==> config.mk <==
export PLATFORM = sky130hd
export DESIGN_NAME = led_seq_ctrl
export DESIGN_NICKNAME = d
export VERILOG_FILES = /design/src/rtl/led_seq_ctrl.sv
export SDC_FILE = /design/constraint.sdc
export NUM_CORES = 1
export LEC_CHECK = 0
export BUFFER_PORTS_ARGS = -buffer_cell sky130_fd_sc_hd__buf_2
export CAP_MARGIN = 20
export CELL_PAD_IN_SITES_DETAIL_PLACEMENT = 0
export CELL_PAD_IN_SITES_GLOBAL_PLACEMENT = 1
export CORE_MARGIN = 1.5
export CORE_UTILIZATION = 45
export DETAILED_ROUTE_END_ITERATION = 7
export HOLD_SLACK_MARGIN = 0.03
export PLACE_DENSITY = 0.86
export REMOVE_ABC_BUFFERS = 1
export SLEW_MARGIN = 10
export SYNTH_ARGS = -nofsm -noshare
export SYNTH_HDL_FRONTEND = slang
export SYNTH_SLANG_ARGS = --single-unit
==> constraint.sdc <==
create_clock -name clock -period 2.75 [get_ports clock]
set_input_delay 0.275 -clock clock [delete_from_list [all_inputs] [get_ports clock]]
set_output_delay 0.275 -clock clock [all_outputs]
set_load 0.05 [all_outputs]
==> src/rtl/led_seq_ctrl.sv <==
// LED switch-pattern sequencer: steps through a fixed 4-entry switch table,
// dwelling DWELL ticks of TICK_LIMIT clocks per step, with hold and manual step.
module led_seq_ctrl #(
    parameter int DATA_WIDTH = 32,
    parameter int TICK_LIMIT = 50,
    parameter int DWELL      = 4
) (
    input  logic       clock,
    input  logic       i_reset,
    input  logic       i_enable,
    input  logic       i_hold,
    input  logic       i_step,
    output logic [3:0] o_sw,
    output logic [1:0] o_step_idx,
    output logic       o_cfg_valid,
    output logic       o_busy
);

    localparam logic [1:0] ST_IDLE = 2'b00;
    localparam logic [1:0] ST_RUN  = 2'b01;
    localparam logic [1:0] ST_HOLD = 2'b10;

    localparam int DWELL_W = (DWELL > 1) ? $clog2(DWELL) : 1;

    localparam logic [DATA_WIDTH-1:0] PRESC_LAST = DATA_WIDTH'(TICK_LIMIT - 1);
    localparam logic [DWELL_W-1:0]    DWELL_LAST = DWELL_W'(DWELL - 1);

    logic [1:0]            state_q, state_d;
    logic [DATA_WIDTH-1:0] presc_q, presc_d;
    logic [DWELL_W-1:0]    dwell_q, dwell_d;
    logic [3:0]            sw_q, sw_d;
    logic [1:0]            step_idx_q, step_idx_d;
    logic                  cfg_valid_q, cfg_valid_d;
    logic                  busy_q, busy_d;

    logic                  tick;
    logic                  dwell_expire;
    logic [1:0]            next_idx;

    function automatic logic [3:0] step_pattern(input logic [1:0] idx);
        logic [3:0] pat;
        case (idx)
            2'd0:    pat = 4'b1001;
            2'd1:    pat = 4'b0001;
            2'd2:    pat = 4'b0011;
            default: pat = 4'b0101;
        endcase
        return pat;
    endfunction

    assign tick         = (presc_q == PRESC_LAST);
    assign dwell_expire = tick && (dwell_q == DWELL_LAST);
    assign next_idx     = step_idx_q + 2'd1;

    // Any edge that samples i_hold=1 freezes progress, whether it enters or stays in HOLD;
    // an edge in HOLD with i_hold=0 counts exactly like a RUN edge.
    always_comb begin
        state_d     = state_q;
        presc_d     = presc_q;
        dwell_d     = dwell_q;
        sw_d        = sw_q;
        step_idx_d  = step_idx_q;
        cfg_valid_d = 1'b0;

        case (state_q)
            ST_IDLE: begin
                presc_d    = '0;
                dwell_d    = '0;
                sw_d       = 4'b0000;
                step_idx_d = 2'd0;
                if (i_enable) begin
                    state_d     = ST_RUN;
                    sw_d        = step_pattern(2'd0);
                    cfg_valid_d = 1'b1;
                end
            end

            ST_RUN, ST_HOLD: begin
                if (!i_enable) begin
                    state_d    = ST_IDLE;
                    presc_d    = '0;
                    dwell_d    = '0;
                    sw_d       = 4'b0000;
                    step_idx_d = 2'd0;
                end else if (i_hold) begin
                    state_d = ST_HOLD;
                end else begin
                    state_d = ST_RUN;
                    if (i_step || dwell_expire) begin
                        // A manual step landing on a dwell expiry still yields one advance.
                        presc_d     = '0;
                        dwell_d     = '0;
                        step_idx_d  = next_idx;
                        sw_d        = step_pattern(next_idx);
                        cfg_valid_d = 1'b1;
                    end else if (tick) begin
                        presc_d = '0;
                        dwell_d = dwell_q + DWELL_W'(1);
                    end else begin
                        presc_d = presc_q + DATA_WIDTH'(1);
                    end
                end
            end

            default: begin
                state_d    = ST_IDLE;
                presc_d    = '0;
                dwell_d    = '0;
                sw_d       = 4'b0000;
                step_idx_d = 2'd0;
            end
        endcase

        busy_d = (state_d != ST_IDLE);
    end

    always_ff @(posedge clock or negedge i_reset) begin
        if (!i_reset) begin
            state_q     <= ST_IDLE;
            presc_q     <= '0;
            dwell_q     <= '0;
            sw_q        <= 4'b0000;
            step_idx_q  <= 2'd0;
            cfg_valid_q <= 1'b0;
            busy_q      <= 1'b0;
        end else begin
            state_q     <= state_d;
            presc_q     <= presc_d;
            dwell_q     <= dwell_d;
            sw_q        <= sw_d;
            step_idx_q  <= step_idx_d;
            cfg_valid_q <= cfg_valid_d;
            busy_q      <= busy_d;
        end
    end

    assign o_sw        = sw_q;
    assign o_step_idx  = step_idx_q;
    assign o_cfg_valid = cfg_valid_q;
    assign o_busy      = busy_q;

endmodule

=== After elaboration in Yosys (flattened, before gate mapping) ===
Cells that the tools add are included.

* Flip-flop bits (word level): 44
* Bits of input ports: 5
* Output and inout port bits: 8
* Logic and storage cells: 56

* $add $sub $neg: 3
* Equality and inequality tests: 9
* Mux-type cells: 29
* Reduce and logical (&&, ||, !) cells: 8

{| class="wikitable"
|+ Operators with widths
! cell !! count
|-
| two-way mux 32 bit || 5
|-
| adder 32 x 1 -> 32 bit, second input constant || 1
|-
| == test 32 x 6 -> 1 bit, second input constant || 1
|-
| two-way mux 2 bit || 12
|-
| two-way mux 4 bit || 4
|-
| case mux 4 bit (3 select lines) || 1
|-
| case mux 4 bit (2 select lines) || 1
|-
| == test 2 bit, second input constant || 3
|-
| inequality test 3 bit, second input constant || 2
|-
| adder 2 x 1 -> 2 bit, second input constant || 2
|-
| == test 2 x 1 -> 1 bit, second input constant || 2
|-
| zero test 2 bit || 2
|-
| two-way mux 1 bit || 4
|-
| inequality test 4 bit, second input constant || 1
|-
| case mux 2 bit (2 select lines) || 1
|-
| AND reduction 2 bit || 2
|-
| case mux 1 bit (2 select lines) || 1
|-
| nonzero test 2 bit || 1
|-
| OR reduction 2 bit || 1
|-
| logical AND 1 bit || 1
|-
| logical OR 1 bit || 1
|}

=== Depth between registers and ports, before layout ===
* Depth after elaboration: 7
* Gate-level depth with buffers: 9
* Mapped depth without buffers: 7

=== Worst setup path before layout ===
OpenSTA, ideal clock, no wires.

* Path type: flip-flop to flip-flop
* From: reg state_q[0]
* To: reg presc_q[31]
* Library setup time: 0.077 ns
* Arrival: 2.018 ns
* Path slack: 0.655 ns
* Stages on the path, launching flop included: 9
* Path through: dfrtp_1 > inv_1 > ha_1 > buf_2 > and3_4 > nor3_1 > nand3_1 > or3_1 > a21oi_1

* Longest elaborated chain between the ends: 3
* Elaborated cells between the ends (all ways): 5
* Classes of those cells: 3 x eq/ne; 1 x mux; 1 x reduce/logical

{| class="wikitable"
|+ RTL lines
! what !! line !! source
|-
| from (decl) || 28 || <nowiki>logic [1:0] state_q, state_d;</nowiki>
|-
| from (signal assigned) || 127 || <nowiki>state_q <= state_d;</nowiki>
|-
| == test 2 x 1 -> 1 bit / == test 2 bit (equally long branches) || 65 || <nowiki>case (state_q)</nowiki>
|-
| OR reduction 2 bit * || 65 ||
|-
| inequality test 3 bit (no source line) / two-way mux 32 bit (equally long branches) || -- ||
|-
| to (signal assigned) || 128 || <nowiki>presc_q <= presc_d;</nowiki>
|-
| to (decl) || 29 || <nowiki>logic [DATA_WIDTH-1:0] presc_q, presc_d;</nowiki>
|}

Every way passes the cells marked *; elsewhere a longest branch is shown, timed or not.
A chain may end at the register's enable or synchronous reset.

=== Final worst setup path ===
* From: reg state_q[0]
* To: reg presc_q[14]

Same word-level chain as after synthesis.

==> key figures <==
Clock network
  • Setup Buffers After CTS: 0
  • Clk Tree Root Cell: clkbuf_8
  • CTS clk-pin slew, worst paths: around 90 ps
  • Clk sinks: 44
  • H-tree depth: 2
  • Clock Latency Late Sink: 300 ps
  • TritonCTS clock tree: done
  • CTS max path bufs: 2
  • Inserted Clock Buffers: 5

STA
  • Fin crit share: 83.01%
  • Max Clock Skew: about 6.3 ps
  • WHS: ~320 ps
  • Max_slew headroom: between 60 and 70%
  • Fmax: 438.1 MHz
  • Slew Viols, Final: 0
  • Slew at the pin closest to its max-slew limit: ~470 ps
  • Fin crit period: 2283 ps
  • TNS Setup: 0 ps
  • Hold Vio Cnt, Final: 0
  • Setup-failing EPs final: 0
  • Unrepaired setup endpoints after global routing: no

Logic synthesis
  • FF+latch count, synth: 44
  • Sequential area share after synthesis: between 40% and 50%
  • Yosys cell types: between 40 and 50
  • Average size of a mapped cell: between 9 and 10 sq um
  • Syn. warnings: 0
  • Post-Syn Area: about 2400 sq um
  • Post-Syn Instances: 258

Min path
  • WHS Path Cells: 3
  • Worst hold start: i_enable
  • Hold EP: o_sw[0]
  • HP Class: input port to flop

Route
  • Drt first pass iters: 5
  • Routed wire length: 4.974 mm
  • Post-DRT Antenna Nets: 0
  • Via count: roughly 1900
  • Iter 0 DRT Violations: 81
  • Vias per cell: 5.417
  • DRC errors left: 0
  • Post-detailed-route wirelength per cell: between 10 and 15 um

Setup path
  • CP Class: flop to flop
  • Critical path capture point type: flop
  • Worst r2r src: state_q[0]
  • Worst Reg2Reg Path Length in Cells: 7
  • Crit path max fanout: 9
  • Worst path required time: approximately 2900 ps
  • Reg2reg setup slack: about 470 ps
  • Startpoint type of the worst setup path: flop
  • Arrival time worst endpoint: ~2500 ps
  • Crit Reg-Reg Endpoint: presc_q[14]

Run status
  • Status: completed

Global routing
  • Largest net degree at the start of global routing: 45
  • Initial antenna violation count: 0
  • Grt ovf: 0
  • First-pass GRT wire length: about 8.5 mm
  • GR Util All Layers: between 10% and 20%
  • Vias in the first global route: about 1700

Place
  • GP Congestion: 0.7651
  • Hpwl dp: approximately 3.3 mm
  • Inst Count DP: approximately 340
  • Area after DPL: around 2600 sq um
  • # port buffers: 12

Pwr
  • Comb power frac: approximately 26%
  • Clk pwr share: 32.0%
  • Total internal power: 0.001146 W
  • Reg power frac: roughly 42%
  • Switching power of the nets: between 0.0005 and 0.0006 W
  • PwrDens: between 600 and 700 nW/um^2
  • Maximum VDD drop: between 0.0003 and 0.0004 V
  • Sw Ratio: between 30% and 40%
  • Leakage: 1.110 nW

Die
  • DIE HEIGHT: about 76 um
  • Core footprint: approximately 5100 sq um
  • Num rows: 26
  • Die area: about 5800 sq um
  • Initial Utilization: between 40% and 50%
  • DIE WIDTH: approximately 76 um
  • IO Pins: 13

Layout
  • Filler cell count: around 510
  • Register area: around 1100 sq um
  • Nets@finish: around 290
  • Most frequent cells in the layout: 44 x dfrtp_1, 39 x nor2_1, 21 x nand2_1
  • Final Cell Area: between 2000 and 3000 sq um
  • Layout cell share with drive strength beyond 1: between 10 and 15%
  • Area of the multi-input gates: approximately 1200 sq um
  • Diodes inserted: 0
  • Area growth, synth to finish: 12.18%
  • Most common cell after layout, fill and taps aside: dfrtp_1
  • Fin cells: between 300 and 400
  • Final Util: 52.90%

Flow run
  • Maxcap violations: 0
[kinds of logic (layout without fill, tap and decap cells)]
group | Yosys count | count (layout) | synth area share (%)
and+or+nand+nor | 132 | 132 | 29.79
DFF | 44 | 44 | 45.43
xor gates and xnor gates | 28 | 28 | 10.12
AOI/OAI and AO/OA | 27 | 27 | 6.608
buffers and inverters | 18 | 35 | 3.459
adders and majority gates | 8 | 8 | 4.130
muxes | 1 | 1 | 0.4646
[power groups by stage]
stage / logic (W) / registers, W / clock network, W
after floorplan: 0.000209 / 0.000831 / 0
after global placement: 0.000430 / 0.000729 / 0
after detailed placement: 0.000434 / 0.000731 / 0
after CTS: 0.000434 / 0.000718 / 0.000555
after global routing: 0.000476 / 0.000724 / 0.000587
final: 0.000437 / 0.000718 / 0.000544
[repair_timing]
item / in CTS / in global routing
gates resized for setup: 0 / 0
hold endpoints to repair: 0 / 17
hold buffers: 0 / 1
[registers in the layout, summed over array words and instances, names as in the netlist]
signal,flops
presc_q,32
o_sw,4
dwell_q,2
o_step_idx,2
state_q,2
o_busy,1
o_cfg_valid,1
[per-stage QoR]
step	total power (W)	setup WS, ps
floorplan	0.001040	237.5
global placement	0.001159	544.4
detailed placement	0.001164	475.8
CTS	0.001707	468.6
global route	0.001787	333.5
finish	0.001699	467.4
[Yosys cell counts (all sizes together)]
library cell   n  area, sq um
and4           4        35.03
or4bb          1        11.26
and2           1        6.260
xnor2          8        70.07
nand4         14        87.58
a31oi          2        12.51
nor3b          2        15.01
nor2b          1        6.260
nand3         10        50.05
or2            1        6.260
a21oi         12        60.06
dfrtp         44         1101
xor2          20        175.2
and3           7        48.80
nand3b         1        7.510
nor4b          1        8.760
nand2         21        78.83
inv            7        26.28
buf            8        46.29
or4b           3        30.03
nand4b         3        26.28
nor3           6        30.03
nor4           7        50.05
o21ba          1        10.01
o21ai          9        45.04
o2111ai        1        8.760
clkbuf         3        11.26
or3b           1        8.760
o21bai         1        7.510
a41oi          1        16.27
or3            4        25.02
ha             8        100.1
nor2          40        157.6
nand2b         1        6.260
mux2           1        11.26
or4            3        26.27
[how the worst max path moves through the flow]
stage | endpoint | slack, ps | from | cells after the start
after global routing | presc_q[14] | 330 | state_q[0] | 7
after CTS | presc_q[14] | 470 | state_q[0] | 7
after detailed placement | presc_q[14] | 480 | state_q[0] | 7
after global placement | presc_q[12] | 540 | state_q[1] | 7
final | presc_q[14] | 470 | state_q[0] | 7
after floorplan | presc_q[10] | 240 | presc_q[29] | 5
[routing by layer]
metal	wire [um]	track usage (%)
met1	2597	27.55
met2	2229	25.62
met3	109	4.311
met4	38	5.000
met5	0	0
[area by class of cell]
type / instances / share of cell area [%]
Tap cell: 70 / 3.221
Clock buffer: 7 / 3.543
Multi-Input combinational cell: 196 / 45.70
Timing Repair Buffer: 20 / 4.970
Clock inverter: 1 / 1.104
Sequential cell: 44 / 40.50
Inverter: 7 / 0.9664
[critical path, cell delays in order (launching register included)]
cell     delay (ps)
dfrtp_1         380
inv_1            60
ha_1            390
and3_4          210
or4b_1          670
nor3_1          240
xnor2_1         150
nor2_1           60
(Power assumes the default switching activity.)
